==> config.mk <==
export PLATFORM = sky130hd
export DESIGN_NAME = dfp_norm_arbiter
export DESIGN_NICKNAME = d
export VERILOG_FILES = /design/src/rtl/dfp_norm_arbiter_pkg.sv /design/src/rtl/dfp_norm_arbiter_rr.sv /design/src/rtl/dfp_norm_arbiter.sv
export SDC_FILE = /design/constraint.sdc
export NUM_CORES = 1
export LEC_CHECK = 0
export CORE_AREA = 2 2 357 359
export CTS_BUF_LIST = sky130_fd_sc_hd__clkbuf_2 sky130_fd_sc_hd__clkbuf_4 sky130_fd_sc_hd__clkbuf_8
export DETAILED_ROUTE_END_ITERATION = 12
export DIE_AREA = 0 0 359 361
export DONT_BUFFER_PORTS = 1
export PLACE_DENSITY = 0.3
export SLEW_MARGIN = 20
export SYNTH_ARGS = -nofsm -noshare
export SYNTH_HDL_FRONTEND = slang
export SYNTH_SLANG_ARGS = --single-unit
==> constraint.sdc <==
create_clock -name clk -period 7.5 [get_ports clk]
set_input_delay 0.75 -clock clk [delete_from_list [all_inputs] [get_ports clk]]
set_output_delay 0.75 -clock clk [all_outputs]
set_load 0.01 [all_outputs]
==> src/rtl/dfp_norm_arbiter_pkg.sv <==
`default_nettype none
// ============================================================================
// Module      : DFPPkg (package)
// Description : Shared decimal floating-point types for the DFP datapath,
//               plus the normalizer latency and the tag type used by the
//               normalizer arbiter. dfpna_oh2idx encodes a one-hot grant
//               (up to 8 requesters) into a requester index.
// Revision    : 1.0 - initial release
// ============================================================================
package DFPPkg;

    typedef logic [127:0] DFP128UD;   // unnormalized 128-bit DFP operand
    typedef logic [127:0] DFP128UN;   // normalized 128-bit DFP result

    localparam int DFPNORM_LAT = 8;   // normalizer latency in ce edges

    // Requester index width sized for the largest supported NREQ (8).
    localparam int c_dfpna_idw = 3;

    typedef struct packed {
        logic                   v;
        logic [c_dfpna_idw-1:0] id;
    } dfpna_tag_t;

    function automatic logic [c_dfpna_idw-1:0] dfpna_oh2idx(input logic [7:0] oh);
        logic [c_dfpna_idw-1:0] idx;
        idx = '0;
        for (int i = 0; i < 8; i++) begin
            if (oh[i]) begin
                idx = idx | c_dfpna_idw'(i);
            end
        end
        return idx;
    endfunction

endpackage
`default_nettype wire

==> src/rtl/dfp_norm_arbiter_rr.sv <==
`default_nettype none
// ============================================================================
// Module      : dfp_rr_arbiter
// Description : Single-winner arbiter for the shared DFP normalizer.
//               With DFPNA_RR_EN defined, a pointer holds the last winner and
//               the search starts just above it (round robin). Without it,
//               the lowest eligible index wins and no pointer exists.
// Ports       : clk    - clock
//               rst_n  - synchronous active-low reset (pointer -> NREQ-1)
//               elig_i - eligible requesters
//               adv_i  - a transfer happens this cycle (pointer update)
//               gnt_o  - one-hot grant, or zero
// Macro       : DFPNA_RR_EN
// Revision    : 1.0 - initial release
// ============================================================================
module dfp_rr_arbiter
    import DFPPkg::*;
#(
    parameter int NREQ = 4
) (
    input  logic            clk,
    input  logic            rst_n,
    input  logic [NREQ-1:0] elig_i,
    input  logic            adv_i,
    output logic [NREQ-1:0] gnt_o
);

`ifdef DFPNA_RR_EN
    logic [c_dfpna_idw-1:0] r_ptr;
    logic [NREQ-1:0]        w_mask;
    logic [NREQ-1:0]        w_hi;
    logic [c_dfpna_idw-1:0] w_win;

    // Requesters above the pointer get first chance; if none of them is
    // eligible, the search wraps to the lowest eligible index.
    always_comb begin
        w_mask = '0;
        for (int k = 0; k < NREQ; k++) begin
            w_mask[k] = (c_dfpna_idw'(k) > r_ptr);
        end
        w_hi = elig_i & w_mask;
        if (|w_hi) begin
            gnt_o = w_hi & (~w_hi + NREQ'(1));
        end else begin
            gnt_o = elig_i & (~elig_i + NREQ'(1));
        end
    end

    assign w_win = dfpna_oh2idx(8'(gnt_o));

    always_ff @(posedge clk) begin
        if (!rst_n) begin
            r_ptr <= c_dfpna_idw'(NREQ - 1);
        end else if (adv_i) begin
            r_ptr <= w_win;
        end
    end
`else
    logic w_unused;

    // Fixed priority: isolate the lowest set bit.
    assign gnt_o    = elig_i & (~elig_i + NREQ'(1));
    assign w_unused = ^{clk, rst_n, adv_i};
`endif

endmodule
`default_nettype wire

==> src/rtl/dfp_norm_arbiter.sv <==
`default_nettype none
// ============================================================================
// Module      : dfp_norm_arbiter
// Description : Shares one 128-bit DFP normalizer among NREQ requesters.
//               One operand is granted per ce cycle. A LAT-deep tag pipeline
//               tracks who issued each operand and steers the normalizer
//               output back as a one-hot result strobe. flush_i[k] cancels
//               every in-flight operation of requester k.
// Ports       : clk, rst_n (sync, active-low), ce
//               req_i/dat_i/under_i/flush_i - per-requester inputs
//               gnt_o                        - one-hot grant
//               norm_dat_o/norm_under_o/norm_ce_o - normalizer input side
//               norm_dat_i/norm_under_i/norm_inexact_i - normalizer output
//               res_vld_o/res_o/res_under_o/res_inexact_o - results
//               inflight_o/busy_o            - valid tag count / non-zero
// Macro       : DFPNA_RR_EN (round robin when defined, else fixed priority)
// Revision    : 1.0 - initial release
// ============================================================================
module dfp_norm_arbiter
    import DFPPkg::*;
#(
    parameter int NREQ = 4,
    parameter int LAT  = DFPNORM_LAT
) (
    input  logic                     clk,
    input  logic                     rst_n,
    input  logic                     ce,
    input  logic [NREQ-1:0]          req_i,
    input  DFP128UD                  dat_i [NREQ],
    input  logic [NREQ-1:0]          under_i,
    input  logic [NREQ-1:0]          flush_i,
    output logic [NREQ-1:0]          gnt_o,
    output DFP128UD                  norm_dat_o,
    output logic                     norm_under_o,
    output logic                     norm_ce_o,
    input  DFP128UN                  norm_dat_i,
    input  logic                     norm_under_i,
    input  logic                     norm_inexact_i,
    output logic [NREQ-1:0]          res_vld_o,
    output DFP128UN                  res_o,
    output logic                     res_under_o,
    output logic                     res_inexact_o,
    output logic [$clog2(LAT+1)-1:0] inflight_o,
    output logic                     busy_o
);

    localparam int CW = $clog2(LAT + 1);

    logic [NREQ-1:0]        w_elig;
    logic [NREQ-1:0]        w_gnt;
    logic                   w_xfer;
    logic [c_dfpna_idw-1:0] w_win;
    logic [7:0]             w_flush8;
    dfpna_tag_t             r_tag     [LAT];
    dfpna_tag_t             w_tag_nxt [LAT];
    logic [CW-1:0]          r_cnt;
    logic [CW-1:0]          w_kill;
    logic [CW-1:0]          w_cnt_nxt;

    // rst_n is folded in so no grant or result is visible while in reset.
    assign w_elig   = req_i & ~flush_i & {NREQ{ce & rst_n}};
    assign w_xfer   = |w_gnt;
    assign w_win    = dfpna_oh2idx(8'(w_gnt));
    assign w_flush8 = 8'(flush_i);

    dfp_rr_arbiter #(
        .NREQ (NREQ)
    ) u_arb (
        .clk    (clk),
        .rst_n  (rst_n),
        .elig_i (w_elig),
        .adv_i  (w_xfer),
        .gnt_o  (w_gnt)
    );

    assign gnt_o     = w_gnt;
    assign norm_ce_o = ce;

    always_comb begin
        norm_dat_o   = '0;
        norm_under_o = 1'b0;
        for (int k = 0; k < NREQ; k++) begin
            if (w_gnt[k]) begin
                norm_dat_o   = norm_dat_o | dat_i[k];
                norm_under_o = norm_under_o | under_i[k];
            end
        end
    end

    // Shift the tags; a tag whose owner is flushing is invalidated as it
    // moves. Kills in the last stage are not counted here because that tag
    // leaves the pipe this edge regardless.
    always_comb begin
        for (int n = 0; n < LAT; n++) begin
            w_tag_nxt[n] = '0;
        end
        w_tag_nxt[0].v  = w_xfer;
        w_tag_nxt[0].id = w_win;
        w_kill          = '0;
        for (int n = 1; n < LAT; n++) begin
            w_tag_nxt[n] = r_tag[n-1];
            if (r_tag[n-1].v && w_flush8[r_tag[n-1].id]) begin
                w_tag_nxt[n].v = 1'b0;
                w_kill         = w_kill + CW'(1);
            end
        end
        w_cnt_nxt = r_cnt + CW'(w_xfer) - CW'(r_tag[LAT-1].v) - w_kill;
    end

    always_ff @(posedge clk) begin
        if (!rst_n) begin
            for (int n = 0; n < LAT; n++) begin
                r_tag[n] <= '0;
            end
            r_cnt <= '0;
        end else if (ce) begin
            r_tag <= w_tag_nxt;
            r_cnt <= w_cnt_nxt;
        end
    end

    always_comb begin
        res_vld_o = '0;
        for (int k = 0; k < NREQ; k++) begin
            res_vld_o[k] = r_tag[LAT-1].v && (r_tag[LAT-1].id == c_dfpna_idw'(k))
                           && !flush_i[k] && ce && rst_n;
        end
    end

    assign res_o         = norm_dat_i;
    assign res_under_o   = norm_under_i;
    assign res_inexact_o = norm_inexact_i;
    assign inflight_o    = r_cnt;
    assign busy_o        = |r_cnt;

endmodule
`default_nettype wire

## Word-level counts from Yosys, hierarchy flattened

Index checks and enable logic that the tools add are counted.

- Register bits after elaboration: 36
- Output and inout bits: 273

- Add/sub/neg operators: 10
- Magnitude comparators: 7
- Equality and inequality tests: 3
- Muxes and demuxes: 39
- Bitwise gates (word level): 12
- Reductions and logical operators: 30

Operators by type and width:

| operator | count |
|---|---|
| 128-bit 2-to-1 mux | 4 |
| 128-bit OR | 3 |
| 4-bit by 1-bit adder with 4-bit output (second input constant) | 7 |
| 3-bit by 4-bit less-than comparator with 1-bit output (second input constant) | 7 |
| 4-bit 2-to-1 mux | 6 |
| 1-bit logical AND | 23 |
| 1-bit binary-select mux with 3-bit select | 7 |
| 1-bit 2-to-1 mux | 20 |
| 4-bit AND | 3 |
| 4-bit inverter | 2 |
| 4-bit OR reduction | 2 |
| 3-bit by 2-bit equality test with 1-bit output (second input constant) | 2 |
| 4-bit by 1-bit adder with 4-bit output | 1 |
| 1-bit zero test | 4 |
| 2-bit 2-to-1 mux | 2 |
| 4-bit by 1-bit subtractor with 4-bit output | 1 |
| 4-bit subtractor | 1 |
| 3-bit by 1-bit equality test with 1-bit output (second input constant) | 1 |
| 3-bit zero test | 1 |
| 1-bit OR | 3 |
| 1-bit AND | 1 |

## Logic depth before layout (Yosys ltp)

- Depth after elaboration: 17
- Gate-level depth with buffers: 27
- Mapped depth without buffers: 27

## Hierarchy

From an unflattened synthesis, not the netlist that was laid out.

- Cells, all modules: 779
- Area total of the unflattened synthesis: 5,546.6 µm²

By module, submodules not included:

| module | times used | cells an instance | area each (µm²) |
|---|---|---|---|
| dfp_norm_arbiter | 1 | 775 | 5,510.3 |
| dfp_rr_arbiter | 1 | 4 | 36.3 |

## Worst setup path after synthesis

Ideal clock, no wire load.

- Path kind: input-to-reg
- Start: input flush_i[1]
- End: register r_cnt[3], in the netlist inflight_o[3]
- Setup time: 0.129 ns
- Arrival: 5.923 ns
- Required time: 7.371 ns
- Slack: 1.448 ns
- Stages on the path: 25
- Path through: mux4_1 and2_1 inv_1 ha_1 xnor2_2 inv_4 ha_1 and3_1 o21bai_1 ha_1 nand3_1 o21ai_0 a22o_1 xnor2_1 nand2_1 o31ai_1 ha_1 o21ai_0 fa_1 ha_1 fa_1 xnor2_1 xnor2_1 mux2i_1 nand4_1

- Longest elaborated chain between the ends: 17

Ends and longest elaborated chain:

| element | RTL line | RTL |
|---|---|---|
| start, declared | dfp_norm_arbiter.sv:31 | `input logic [NREQ-1:0] flush_i,` |
| 1-bit binary-select mux with 3-bit select | dfp_norm_arbiter.sv:102 | `if (r_tag[n-1].v && w_flush8[r_tag[n-1].id]) begin` |
| 1-bit 2-to-1 mux (not written as such) | dfp_norm_arbiter.sv:102 |  |
| 1-bit logical AND | dfp_norm_arbiter.sv:102 |  |
| 1-bit 2-to-1 mux | dfp_norm_arbiter.sv:102 |  |
| 4-bit by 1-bit adder with 4-bit output | dfp_norm_arbiter.sv:104 | `w_kill = w_kill + CW'(1);` |
| 4-bit 2-to-1 mux | dfp_norm_arbiter.sv:102 |  |
| 4-bit by 1-bit adder with 4-bit output | dfp_norm_arbiter.sv:104 |  |
| 4-bit 2-to-1 mux | dfp_norm_arbiter.sv:102 |  |
| 4-bit by 1-bit adder with 4-bit output | dfp_norm_arbiter.sv:104 |  |
| 4-bit 2-to-1 mux | dfp_norm_arbiter.sv:102 |  |
| 4-bit by 1-bit adder with 4-bit output | dfp_norm_arbiter.sv:104 |  |
| 4-bit 2-to-1 mux | dfp_norm_arbiter.sv:102 |  |
| 4-bit by 1-bit adder with 4-bit output | dfp_norm_arbiter.sv:104 |  |
| 4-bit 2-to-1 mux | dfp_norm_arbiter.sv:102 |  |
| 4-bit by 1-bit adder with 4-bit output | dfp_norm_arbiter.sv:104 |  |
| 4-bit 2-to-1 mux | dfp_norm_arbiter.sv:102 |  |
| 4-bit subtractor * | dfp_norm_arbiter.sv:107 | `w_cnt_nxt = r_cnt + CW'(w_xfer) - CW'(r_tag[LAT-1].v) - w_kill;` |
| end signal, assigned | dfp_norm_arbiter.sv:118 | `r_cnt <= w_cnt_nxt;` |
| end, declared | dfp_norm_arbiter.sv:56 | `logic [CW-1:0] r_cnt;` |

Every way passes the cells marked *; elsewhere a longest branch is shown, timed or not. The select of a mux whose other input is x is not followed.
A chain may end at the register's enable or synchronous reset.

## Worst setup path in the final report

Same ends and word-level chain as after synthesis.

==> results.md <==
- The flow ran to the end, and the final reports show no timing, DRC or antenna violations.
- The overall global routing resource usage is 0.0939.
- The static leakage power is 0.00211 uW.
- The synthesized net count is 1489.
- Each instance of the synthesized netlist takes up on average 6.96 um2.
- STA classifies the critical path startpoint as an input pin.
- From bottom edge to top edge, the die measures 361 um.
- The number of antenna violations at the first check in global routing was 40.
- The kind of capture point of the worst setup path is a flop.
- The max-slew violation total from the final report is 0.
- After detailed placement, the total cell area comes to 6680 um2.
- The core occupancy in the finished layout is 0.0543.
- The final critical path time including I/O delays and setup is 6.24 ns.
- By area, the combinational part of the netlist is dominated by compound AO/OA/AOI/OAI gates.
- The path category of the worst min-delay check is flop to flop.
- The Yosys step of the flow raised 0 warnings.
- The number of nets at the end of the flow is 1313.
- The number of gates resized after cts is 0.
- The critical path in this run is classified as input pin to flop.
- The overall overflow remaining after global route is 0.
- The initial utilization of the core area, before any placement, comes to 0.0454.
- The mux contribution to synthesized area is 0.0692.
- The worst supply voltage drop on vdd is 0.0484 mV.
- The routability congestion estimate is 0.979.
- Buffers added to address setup during post-CTS repair amount to 0.
- The sequential area share after synthesis is 0.0985.
- The overall die area is 130000 um2.
- The fmax is 160 MHz.
- The first global-routing pass estimated 77700 um of wire.
- At the worst endpoint, the arrival time is 6.43 ns.
- The final wirelength is 65400 um.
- On the final layout, the worst clock skew is 0.0104 ns.
- The cell with the most instances after synthesis is nand2_1.
- The proportion of register bits with asynchronous set or reset after synthesis is 0.
- The post-DP HPWL is 58800 um.
- Adding up every negative setup slack in the final design gives 0 ns.
- The headroom to the max-slew limit is 0.303.
- Among all flip-flop cells after synthesis, the most frequent one is dfxtp_1.
- The number of buffers created by CTS is 3.
- The number of placed instances, taps included, is 2286.
- In the synthesized netlist, the cells that appear most often are nand2_1 (281), buf_4 (131), a222oi_1 (129), clkbuf_1 (60), dfxtp_1 (28).
- The floorplan step defined a core boundary enclosing 125000 um2.
- The maximum buffer depth of the clock tree is 2.
- Ranked by total cell area, the synthesized netlist is headed by a222oi_1 (23%), nand2_1 (19%), buf_4 (17%).
- The total standard cell area after synthesis is 5690 um2.
- In the final layout, the share of cells above drive strength 1 is 0.0499.
- After filler insertion, the fill cell instance count of the layout stands at 14846.
- The width of the chip is 359 um.
- The number of max-cap violations is 0.
- The final standard cell area without fillers is 6810 um2.
- The transition at the pin with the smallest max-transition slack is 1.05 ns.
- The remaining number of nets flagged by the antenna check after routing is 0.
- Data on the critical path is required at its endpoint by 7.70 ns.
- Entering global routing, the biggest net connects 110 pins.
- Summed over all instances, the cell type with the most area after synthesis is a222oi_1.
- The final hold violation count is 0.
- The compound-cell area share of the yosys netlist is 0.273.
- After the first detailed-routing iteration, the DRC count stood at 922.
- Setup repair after global routing left no endpoint under its margin.
- The clock root buffer is clkbuf_8.
- The number of distinct standard cells referenced by the synthesized netlist is 55.
- In this design, the stage delay of the slowest critical-path cell is 0.53 ns.
- The H-tree depth is 1.
- Of the total synthesized cell area, the portion taken by AND, OR, NAND and NOR gates is 0.268.
- Of the total synthesized cell area, the portion taken by XOR and XNOR cells is 0.0308.
- The top cell type's share of synthesized area is 0.227.
- The detail-routed via count per cell is 2.83.
- The adder and majority cell fraction of the synthesized area is 0.0347.
- The cell occurring most often along the worst timing path is ha_1.
- The cell with the largest stage delay on the worst path is mux4_1.
- The number of cell rows is 130.
- The count of final setup violators is 0.
- Synthesis inferred 28 register bits.
- The gate count after technology mapping is 818.
- The first detailed-routing pass ran for 9 iterations.
- The count of non-filler cells in the finished layout is 2311.
- Summing over every cut layer, the via total after detailed routing is 6542.
- TritonCTS built the clock tree.
- 930 I/O pins were placed.
- The synthesis-to-finish area growth is 19.6%.
- The clock net in this run drives a total of 28 sinks.
- The count of port buffers added during placement is 0.
- The average detailed-routed wire length per instance is 28.3 um.
- The via count of the first global-routing pass is 6209.
- The power density of the placed cells is 72.6 nW/um2.
- In the routed design, unresolved DRC markers number 0.
- The later pin in the worst-skew pair is clocked with a latency of 0.30 ns.
- For this design, the CTS-stage hold fixing added 0 buffers.
- In this run, synthesis inferred 0 flip-flops with an integrated enable.
- The final worst-path cycle share is 0.831.
- The worst-path maximum fanout is 9.
- The clock transition at the register clock pins on the worst setup and hold paths after CTS is 0.12 ns.
layout make-up:
cell class / instances / area, um2 / area share
multi-input combinational: 581 / 3880 / 0.569
tap: 1650 / 2060 / 0.303
sequential: 28 / 561 / 0.0823
timing repair buffer: 14 / 130 / 0.0191
inverter: 14 / 55.1 / 0.00809
antenna: 20 / 50.0 / 0.00735
clock buffer: 3 / 41.3 / 0.00607
clock inverter: 1 / 30.0 / 0.00441
cell families (layout without fill, tap and decap cells):
group,Yosys count,count (layout)
AND/OR/NAND/NOR,358,358
buffers and inverters,209,32
AO/OA/AOI/OAI,164,164
multiplexers,30,30
flip-flops,28,28
XOR/XNOR,15,15
adder cells (fa/ha/maj),14,14
other,0,20
final timing paths:
kind,start,to,slack [ns],cells after the start
worst max-delay path,flush_i[1],inflight_o[3]$_SDFFE_PN0P_,1.26,25
worst min-delay path,r_tag[31]$_SDFFE_PN0P_,r_tag[31]$_SDFFE_PN0P_,0.48,2
worst max register to register,r_tag[28]$_SDFFE_PN0P_,inflight_o[3]$_SDFFE_PN0P_,1.28,25
worst min register to register,r_tag[31]$_SDFFE_PN0P_,r_tag[31]$_SDFFE_PN0P_,0.48,2
registers in the layout (all words and copies together), names as in the netlist:
signal      flops
r_tag          24
inflight_o      4
power breakdown:
group	internal [uW]	total (uW)	switching [uW]
clock network	71.8	131	58.9
registers	154	168	14.1
logic	54.8	195	140
total	281	494	213
worst max-delay path, delay by kind of cell:
kind	cells	cell delay, ns
fa+ha+maj	7	2.32
xor+xnor	4	0.91
compound gates	5	0.81
mux	2	0.75
simple gates	5	0.71
buf+inv	2	0.18
cells in the final DEF, fill, tap and decap left out, types with 8 or more instances in the layout:
cell type | synthesis | routed
inv_1 | 13 | 13
diode_2 | 0 | 20
xnor2_1 | 8 | 8
buf_4 | 131 | 11
and2_1 | 10 | 10
a222oi_1 | 129 | 129
nand3_1 | 8 | 8
nor2b_1 | 19 | 19
mux2i_1 | 24 | 24
nand2_1 | 281 | 281
ha_1 | 11 | 11
dfxtp_1 | 28 | 28
routing by layer:
metal  global-route usage  up-vias  part of all wire  wire [um]
met5                    0        -            0.0011         72
met4               0.0245       10             0.032       2080
met3               0.0757      101              0.17      11300
met2                0.152      770              0.45      29400
met1               0.0918     3059              0.34      22500
li1                     -     2602                 -          -
metrics by stage:
| stage | power [uW] | hold WS [ns] | setup slack (ns) |
|---|---|---|---|
| after floorplan | 357 | 0.440 | 1.45 |
| after CTS | 512 | 0.488 | 1.23 |
| final | 494 | 0.482 | 1.26 |
| after detailed placement | 376 | 0.470 | 0.937 |
| after global routing | 525 | 0.513 | 0.845 |
| after global placement | 378 | 0.457 | 0.814 |
Power figures use the tool's default switching activity.
